**src/rtl/sj_mcu_host.sv**
```systemverilog
// Host-side interface to the Taito SJ 68705 MCU: comm latch/status decode for the
// main Z80, plus BUSRQ/BUSAK arbitration that lets the MCU master the shared RAM.
module sj_mcu_host #(
    parameter logic [5:0] STAT_FILL = 6'h3f
) (
    input  logic        clk,
    input  logic        rst,
    input  logic        comm_cs,
    input  logic        stat_cs,
    input  logic        cpu_rd,
    input  logic        cpu_wr,
    input  logic [7:0]  cpu_dout,
    output logic [7:0]  cpu_din,
    output logic        z80_busrq_n,
    input  logic        z80_busak_n,
    input  logic        mcu_busrq_n,
    output logic        mcu_busak_n,
    input  logic [15:0] bm_addr,
    input  logic [7:0]  bm_dout,
    input  logic        bm_we,
    input  logic        bm_rd,
    output logic [7:0]  bm_din,
    input  logic [7:0]  ram_din,
    output logic [15:0] ram_addr,
    output logic [7:0]  ram_dout,
    output logic        ram_we,
    output logic        ram_cs,
    output logic        bs_wr,
    output logic        bs_rd,
    output logic [7:0]  bs_dout,
    input  logic [7:0]  bs_din,
    input  logic        obf,
    input  logic        ibf
);

    typedef enum logic [1:0] {
        ST_IDLE  = 2'd0,
        ST_REQ   = 2'd1,
        ST_GRANT = 2'd2,
        ST_REL   = 2'd3
    } arb_state_t;

    arb_state_t  r_state;
    arb_state_t  w_state_nxt;

    logic        r_wr_hist;
    logic        r_rd_hist;
    logic        r_bs_wr;
    logic        r_bs_rd;
    logic [7:0]  r_bs_dout;
    logic [7:0]  r_bm_din;

    logic        w_wr_act;
    logic        w_rd_act;
    logic        w_grant;
    logic        w_z80_busrq_n;
    logic        w_mcu_busak_n;
    logic [7:0]  w_cpu_din;

    assign w_wr_act = comm_cs & cpu_wr;
    assign w_rd_act = comm_cs & cpu_rd;

    // Comm strobes: write fires on the access rising edge, read on its falling edge
    // so the MCU only sees the byte consumed after the CPU has latched it.
    always_ff @(posedge clk) begin
        if (rst) begin
            r_wr_hist <= 1'b0;
            r_rd_hist <= 1'b0;
            r_bs_wr   <= 1'b0;
            r_bs_rd   <= 1'b0;
            r_bs_dout <= 8'h00;
        end else begin
            r_wr_hist <= w_wr_act;
            r_rd_hist <= w_rd_act;
            r_bs_wr   <= w_wr_act & ~r_wr_hist;
            r_bs_rd   <= r_rd_hist & ~w_rd_act;
            if (w_wr_act && !r_wr_hist) begin
                r_bs_dout <= cpu_dout;
            end
        end
    end

    // Arbiter state register
    always_ff @(posedge clk) begin
        if (rst) begin
            r_state <= ST_IDLE;
        end else begin
            r_state <= w_state_nxt;
        end
    end

    // Arbiter next state; a withdrawn request wins over a same-cycle ack so the
    // MCU is never granted a bus it no longer wants.
    always_comb begin
        w_state_nxt = r_state;
        case (r_state)
            ST_IDLE: begin
                if (!mcu_busrq_n) begin
                    w_state_nxt = ST_REQ;
                end else begin
                    w_state_nxt = ST_IDLE;
                end
            end
            ST_REQ: begin
                if (mcu_busrq_n) begin
                    w_state_nxt = ST_REL;
                end else if (!z80_busak_n) begin
                    w_state_nxt = ST_GRANT;
                end else begin
                    w_state_nxt = ST_REQ;
                end
            end
            ST_GRANT: begin
                if (mcu_busrq_n) begin
                    w_state_nxt = ST_REL;
                end else begin
                    w_state_nxt = ST_GRANT;
                end
            end
            ST_REL: begin
                if (z80_busak_n) begin
                    w_state_nxt = ST_IDLE;
                end else begin
                    w_state_nxt = ST_REL;
                end
            end
            default: begin
                w_state_nxt = ST_IDLE;
            end
        endcase
    end

    // Bus handshake outputs decoded from the registered state only
    always_comb begin
        w_z80_busrq_n = 1'b1;
        w_mcu_busak_n = 1'b1;
        w_grant       = 1'b0;
        case (r_state)
            ST_IDLE: begin
                w_z80_busrq_n = 1'b1;
            end
            ST_REQ: begin
                w_z80_busrq_n = 1'b0;
            end
            ST_GRANT: begin
                w_z80_busrq_n = 1'b0;
                w_mcu_busak_n = 1'b0;
                w_grant       = 1'b1;
            end
            ST_REL: begin
                w_z80_busrq_n = 1'b1;
            end
            default: begin
                w_z80_busrq_n = 1'b1;
            end
        endcase
    end

    // MCU read-back register: only updates on a granted read, otherwise holds
    always_ff @(posedge clk) begin
        if (rst) begin
            r_bm_din <= 8'hff;
        end else if (w_grant && bm_rd) begin
            r_bm_din <= ram_din;
        end else begin
            r_bm_din <= r_bm_din;
        end
    end

    // Host read mux; comm latch takes priority over status
    always_comb begin
        w_cpu_din = 8'hff;
        if (comm_cs) begin
            w_cpu_din = bs_din;
        end else if (stat_cs) begin
            w_cpu_din = {STAT_FILL, obf, ~ibf};
        end else begin
            w_cpu_din = 8'hff;
        end
    end

    assign cpu_din     = w_cpu_din;
    assign z80_busrq_n = w_z80_busrq_n;
    assign mcu_busak_n = w_mcu_busak_n;
    assign ram_cs      = w_grant;
    assign ram_we      = w_grant & bm_we;
    assign ram_addr    = w_grant ? bm_addr : 16'h0000;
    assign ram_dout    = w_grant ? bm_dout : 8'h00;
    assign bm_din      = r_bm_din;
    assign bs_wr       = r_bs_wr;
    assign bs_rd       = r_bs_rd;
    assign bs_dout     = r_bs_dout;

endmodule

```
**config.mk**
```make
export PLATFORM = sky130hd
export DESIGN_NAME = sj_mcu_host
export DESIGN_NICKNAME = d
export VERILOG_FILES = /design/src/rtl/sj_mcu_host.sv
export SDC_FILE = /design/constraint.sdc
export NUM_CORES = 1
export LEC_CHECK = 0
export ABC_CLOCK_PERIOD_IN_PS = 1600
export BUFFER_PORTS_ARGS = -buffer_cell sky130_fd_sc_hd__buf_2
export CAP_MARGIN = 20
export CORE_ASPECT_RATIO = 0.75
export CORE_MARGIN = 2
export CORE_UTILIZATION = 35
export DETAILED_ROUTE_END_ITERATION = 8
export PLACE_DENSITY = 0.89
export SLEW_MARGIN = 20
export SYNTH_ARGS = -nofsm -noshare
export SYNTH_HDL_FRONTEND = slang
export SYNTH_SLANG_ARGS = --single-unit
```
**constraint.sdc**
```tcl
create_clock -name clk -period 1.6 [get_ports clk]
set_input_delay 0 -clock clk [delete_from_list [all_inputs] [get_ports clk]]
set_output_delay 0 -clock clk [all_outputs]
set_load 0.03 [all_outputs]
```
======== Yosys cells after proc, flatten, opt, wreduce, memory -nomap -nowiden ========
Cells that the tools add are included.
operators by class
  reductions and logical operators ........ 6
  equal/unequal tests ..................... 3
  muxes and demuxes ....................... 13
  bitwise logic cells ..................... 8
operators by type and width
  cell                                                  count
  two-way mux 16 bit                                    1
  two-way mux 8 bit                                     2
  two-way mux 2 bit                                     4
  case mux 2 bit (4 select lines)                       1
  bitwise AND 1 bit                                     5
  equality test 2 bit (second input constant)           2
  two-way mux 1 bit                                     4
  OR reduction 2 bit                                    2
  inverter 1 bit                                        3
  equality test 2 x 1 -> 1 bit (second input constant)  1
  logical AND 1 bit                                     2
  logical NOT 2 bit                                     1
  case mux 1 bit (2 select lines)                       1
  logical NOT 1 bit                                     1
storage, ports and cells
  logic and storage cells ................. 37
  output and inout bits ................... 54
  input bits .............................. 60
  register bits after elaboration ......... 22

======== Logic depth before layout (Yosys ltp) ========
  depth in word-level cells ............... 3
  mapped depth ............................ 6
  depth with buffers taken out ............ 5

======== Worst setup path before layout ========
OpenSTA, ideal clock, no wires.
  path kind ............................... flip-flop to flip-flop
  from .................................... register r_state[0]
  to ...................................... register r_bm_din[7], in the netlist bm_din[7]
  buffers on the path ..................... 1
  stages on the path, launching flop included .. 6
  data required time ...................... 1.480 ns
  data arrival time ....................... 1.212 ns
  period minus slack after synthesis ...... 1.332 ns
  setup slack ............................. 0.268 ns
  setup time .............................. 0.120 ns
  cell sequence ........................... dfxtp_1 > inv_1 > ha_1 > buf_6 > and3_1 > a211o_1
between the ends
  longest elaborated chain between the ends .. 3
ends and longest elaborated chain
  item                    line  RTL
  from (decl)             43    arb_state_t r_state;
  from (signal assigned)  88    r_state <= w_state_nxt;
  equality test 2 bit     138   case (r_state)
  two-way mux 1 bit       138
  logical AND 1 bit       163   end else if (w_grant && bm_rd) begin
  to (signal assigned)    164   r_bm_din <= ram_din;
  to (signal assigned)    166   r_bm_din <= r_bm_din;
  to (decl)               51    logic [7:0] r_bm_din;
No other way between the ends.
A chain may end at the register's enable or synchronous reset.

======== Worst setup path in the final report ========
  from .................................... register r_state[0]
  to ...................................... register r_bm_din[1], in the netlist bm_din[1]
The elaborated chain is that of the path after synthesis.

==> flow_summary.yaml <==
clock_network:
  cts_buffers: 3
  post_cts_buffers: 0
  htreeDepth: 1
  ctsLongestPathBuffers: 2
  clkLatencyLatePin_ps: 260
  cts_root_buf: "clkbuf_8"
  cts_tree: "built"
  clock_sinks: 22
  clk_pin_slew_worst_paths_ps: 80
global_routing:
  grt_start_max_net_pins: 24
  grt_pass1_wl_mm: 4.99
  grt_pass1_vias: 1160
  gr-usage-all-layers: 0.168
  antenna_found_initial: 0
  grt.overflow.total: 0
cells_and_area:
  drive_gt1_frac: 0.508
  n_fill_cell: 272
  finalNetCount: 310
  seq_area_um2: 440
  multi_input_area_um2: 618
  syn_to_final_growth_pct: 66.2
  antenna_cells: 0
critical_path:
  critPathCaptureType: "register"
  worst_setup_path_start_kind: "register"
  required_ps: 1750
  rr_worst_depth: 5
  crit_path_max_fanout: 23
  path_class: "register to register"
  critPathArrivalTime_ps: 1590
sta:
  fmax_ghz: 0.693
  maxSlewViolCount: 0
  setup-tns-final_ps: 0
  finClkSkew_ps: 6.42
  holdWs_ps: -0.463
  finalHoldViolations: 1
  setup_slack_ps: 157
  slew_headroom: 0.669
  period_share: 0.902
  min_period_ps: 1440
  rsz0062_at_grt: "no"
  worst_pin_slew_ps: 495
  finalSetupViolCount: 0
job:
  max_cap_viol_count: 0
status:
  violations: "hold timing"
  outcome: "complete, but fails checks"
floorplan:
  dieArea_um2: 3660
  die_w_um: 69.2
  dieHeight_um: 52.9
  placementRows: 17
  core-area_um2: 3000
  ioPinCount: 114
  start_util: 0.372
route:
  first_pass_iters: 4
  routedWlPerCell_um: 11.0
  wirelength_mm: 3.10
  drc: 0
  via_count: 1270
  ant_nets: 0
  drt_iter0_drc: 18
  vias_per_cell: 4.50
yosys:
  synth-warning-count: 0
  synth_fp_nets: 189
  syn-instance-count: 124
  synth_most_common_cell: "and2_1"
  synth.area.top_cells: "dfxtp_1 40%, and2_1 14%, mux2i_1 8.1%"
  synth_edf_count: 0
  synth_top_cells_by_count: "25 x and2_1, 22 x dfxtp_1, 13 x nor2_1, 9 x mux2i_1, 7 x and3_1"
  ys_seq_area_frac: 0.395
  synth_seq_cells: 22
  synthFlopType: "dfxtp_1"
  synth_cell_types: 26
  yosysTopAreaCell: "dfxtp_1"
  syn_avg_cell_area_um2: 8.99
  synth_top_area_frac: 0.395
  async_flop_share: 0
  synth_area_um2: 1110
placement:
  dpl_worst_slack_ps: 146
  place_congestion: 0.726
  hpwlAfterDp_mm: 2.38
  portBuffers: 113
hold_path:
  hold_class: "input port to register"
  whs_path_depth: 3
power:
  power_density_nw_per_um2: 741
  peakVddDrop_mv: 0.734
  power.leakage_nw: 1.07
  p_total_w: 0.00137
-- metal layers --
layer | wire length (um) | track usage | share of wire
met3 | 261 | 0.0533 | 0.084
met4 | 0 | 0.00980 | 0
met1 | 1240 | 0.173 | 0.40
met5 | 0 | 0 | 0
met2 | 1600 | 0.351 | 0.52
-- report_power, final --
part           internal [W]  switching, W
clock network      0.000334      0.000175
registers          0.000566     0.0000101
logic              0.000127      0.000160
-- flip-flops by register name (all words and copies together) (netlist names) --
| signal | count |
|---|---|
| bs_rd | 1 |
| bs_dout | 8 |
| bs_wr | 1 |
| r_state | 2 |
| bm_din | 8 |
| r_rd_hist | 1 |
| r_wr_hist | 1 |
-- stage by stage --
step | std cells | utilization | area, um2 | hold slack, ps
6_report | 282 | 0.618 | 1850 | -0.463
5_1_grt | 282 | 0.618 | 1850 | 7.10
4_1_cts | 282 | 0.618 | 1850 | 8.46
3_5_place_dp | 270 | 0.567 | 1700 | 239
3_3_place_gp | 270 | 0.567 | 1700 | 227
2_1_floorplan | 124 | - | 1110 | 137
-- worst paths after layout --
path / from / end / slack (ps)
worst max-delay path: r_state[0] / bm_din[1] / 160
worst min-delay path: cpu_dout[1] / bs_dout[1] / -0.5
worst max register to register: r_state[0] / bm_din[1] / 160
worst min register to register: r_wr_hist / bs_wr / 410
-- cell usage in the layout, fill, tap and decap left out, types with 3 or more instances in the layout --
cell,Yosys,layout
a21oi_1,3,3
ha_1,5,5
inv_1,4,4
clkbuf_8,0,3
and2_1,25,25
buf_2,2,113
dfxtp_1,22,22
mux2i_1,9,9
nor2_1,13,13
dlygate4sd3_1,0,8
and3_1,7,7
nand2_1,5,5
a211o_1,6,6
nand2b_1,6,6
-- critical path: stages, from the launching register on --
cell	delay, ps
dfxtp_1	360
inv_1	80
ha_1	210
buf_4	190
and3_1	190
a211o_2	300
-- repair_timing --
item                                   4_1_cts  5_1_grt
resized for setup                            0        0
endpoints found under the hold margin        8        0
hold buffers                                 8        0
-- cell type report --
| class | instances | share of cell area |
|---|---|---|
| inverters | 4 | 0.00810 |
| clock inverters | 1 | 0.0162 |
| clock buffers | 3 | 0.0223 |
| well taps | 38 | 0.0257 |
| repair buffers | 123 | 0.357 |
| multi-input cells | 91 | 0.334 |
| flip-flops and latches | 22 | 0.238 |
-- logic make-up (layout without fill, tap and decap cells) --
logic type | count (synthesis) | count (layout) | share of synthesized area
compound gates | 14 | 14 | 0.0965
fa+ha+maj | 5 | 5 | 0.0561
mux | 10 | 10 | 0.0909
flops | 22 | 22 | 0.395
buf+inv | 11 | 131 | 0.0505
simple gates | 62 | 62 | 0.311
Power figures use the tool's default switching activity.
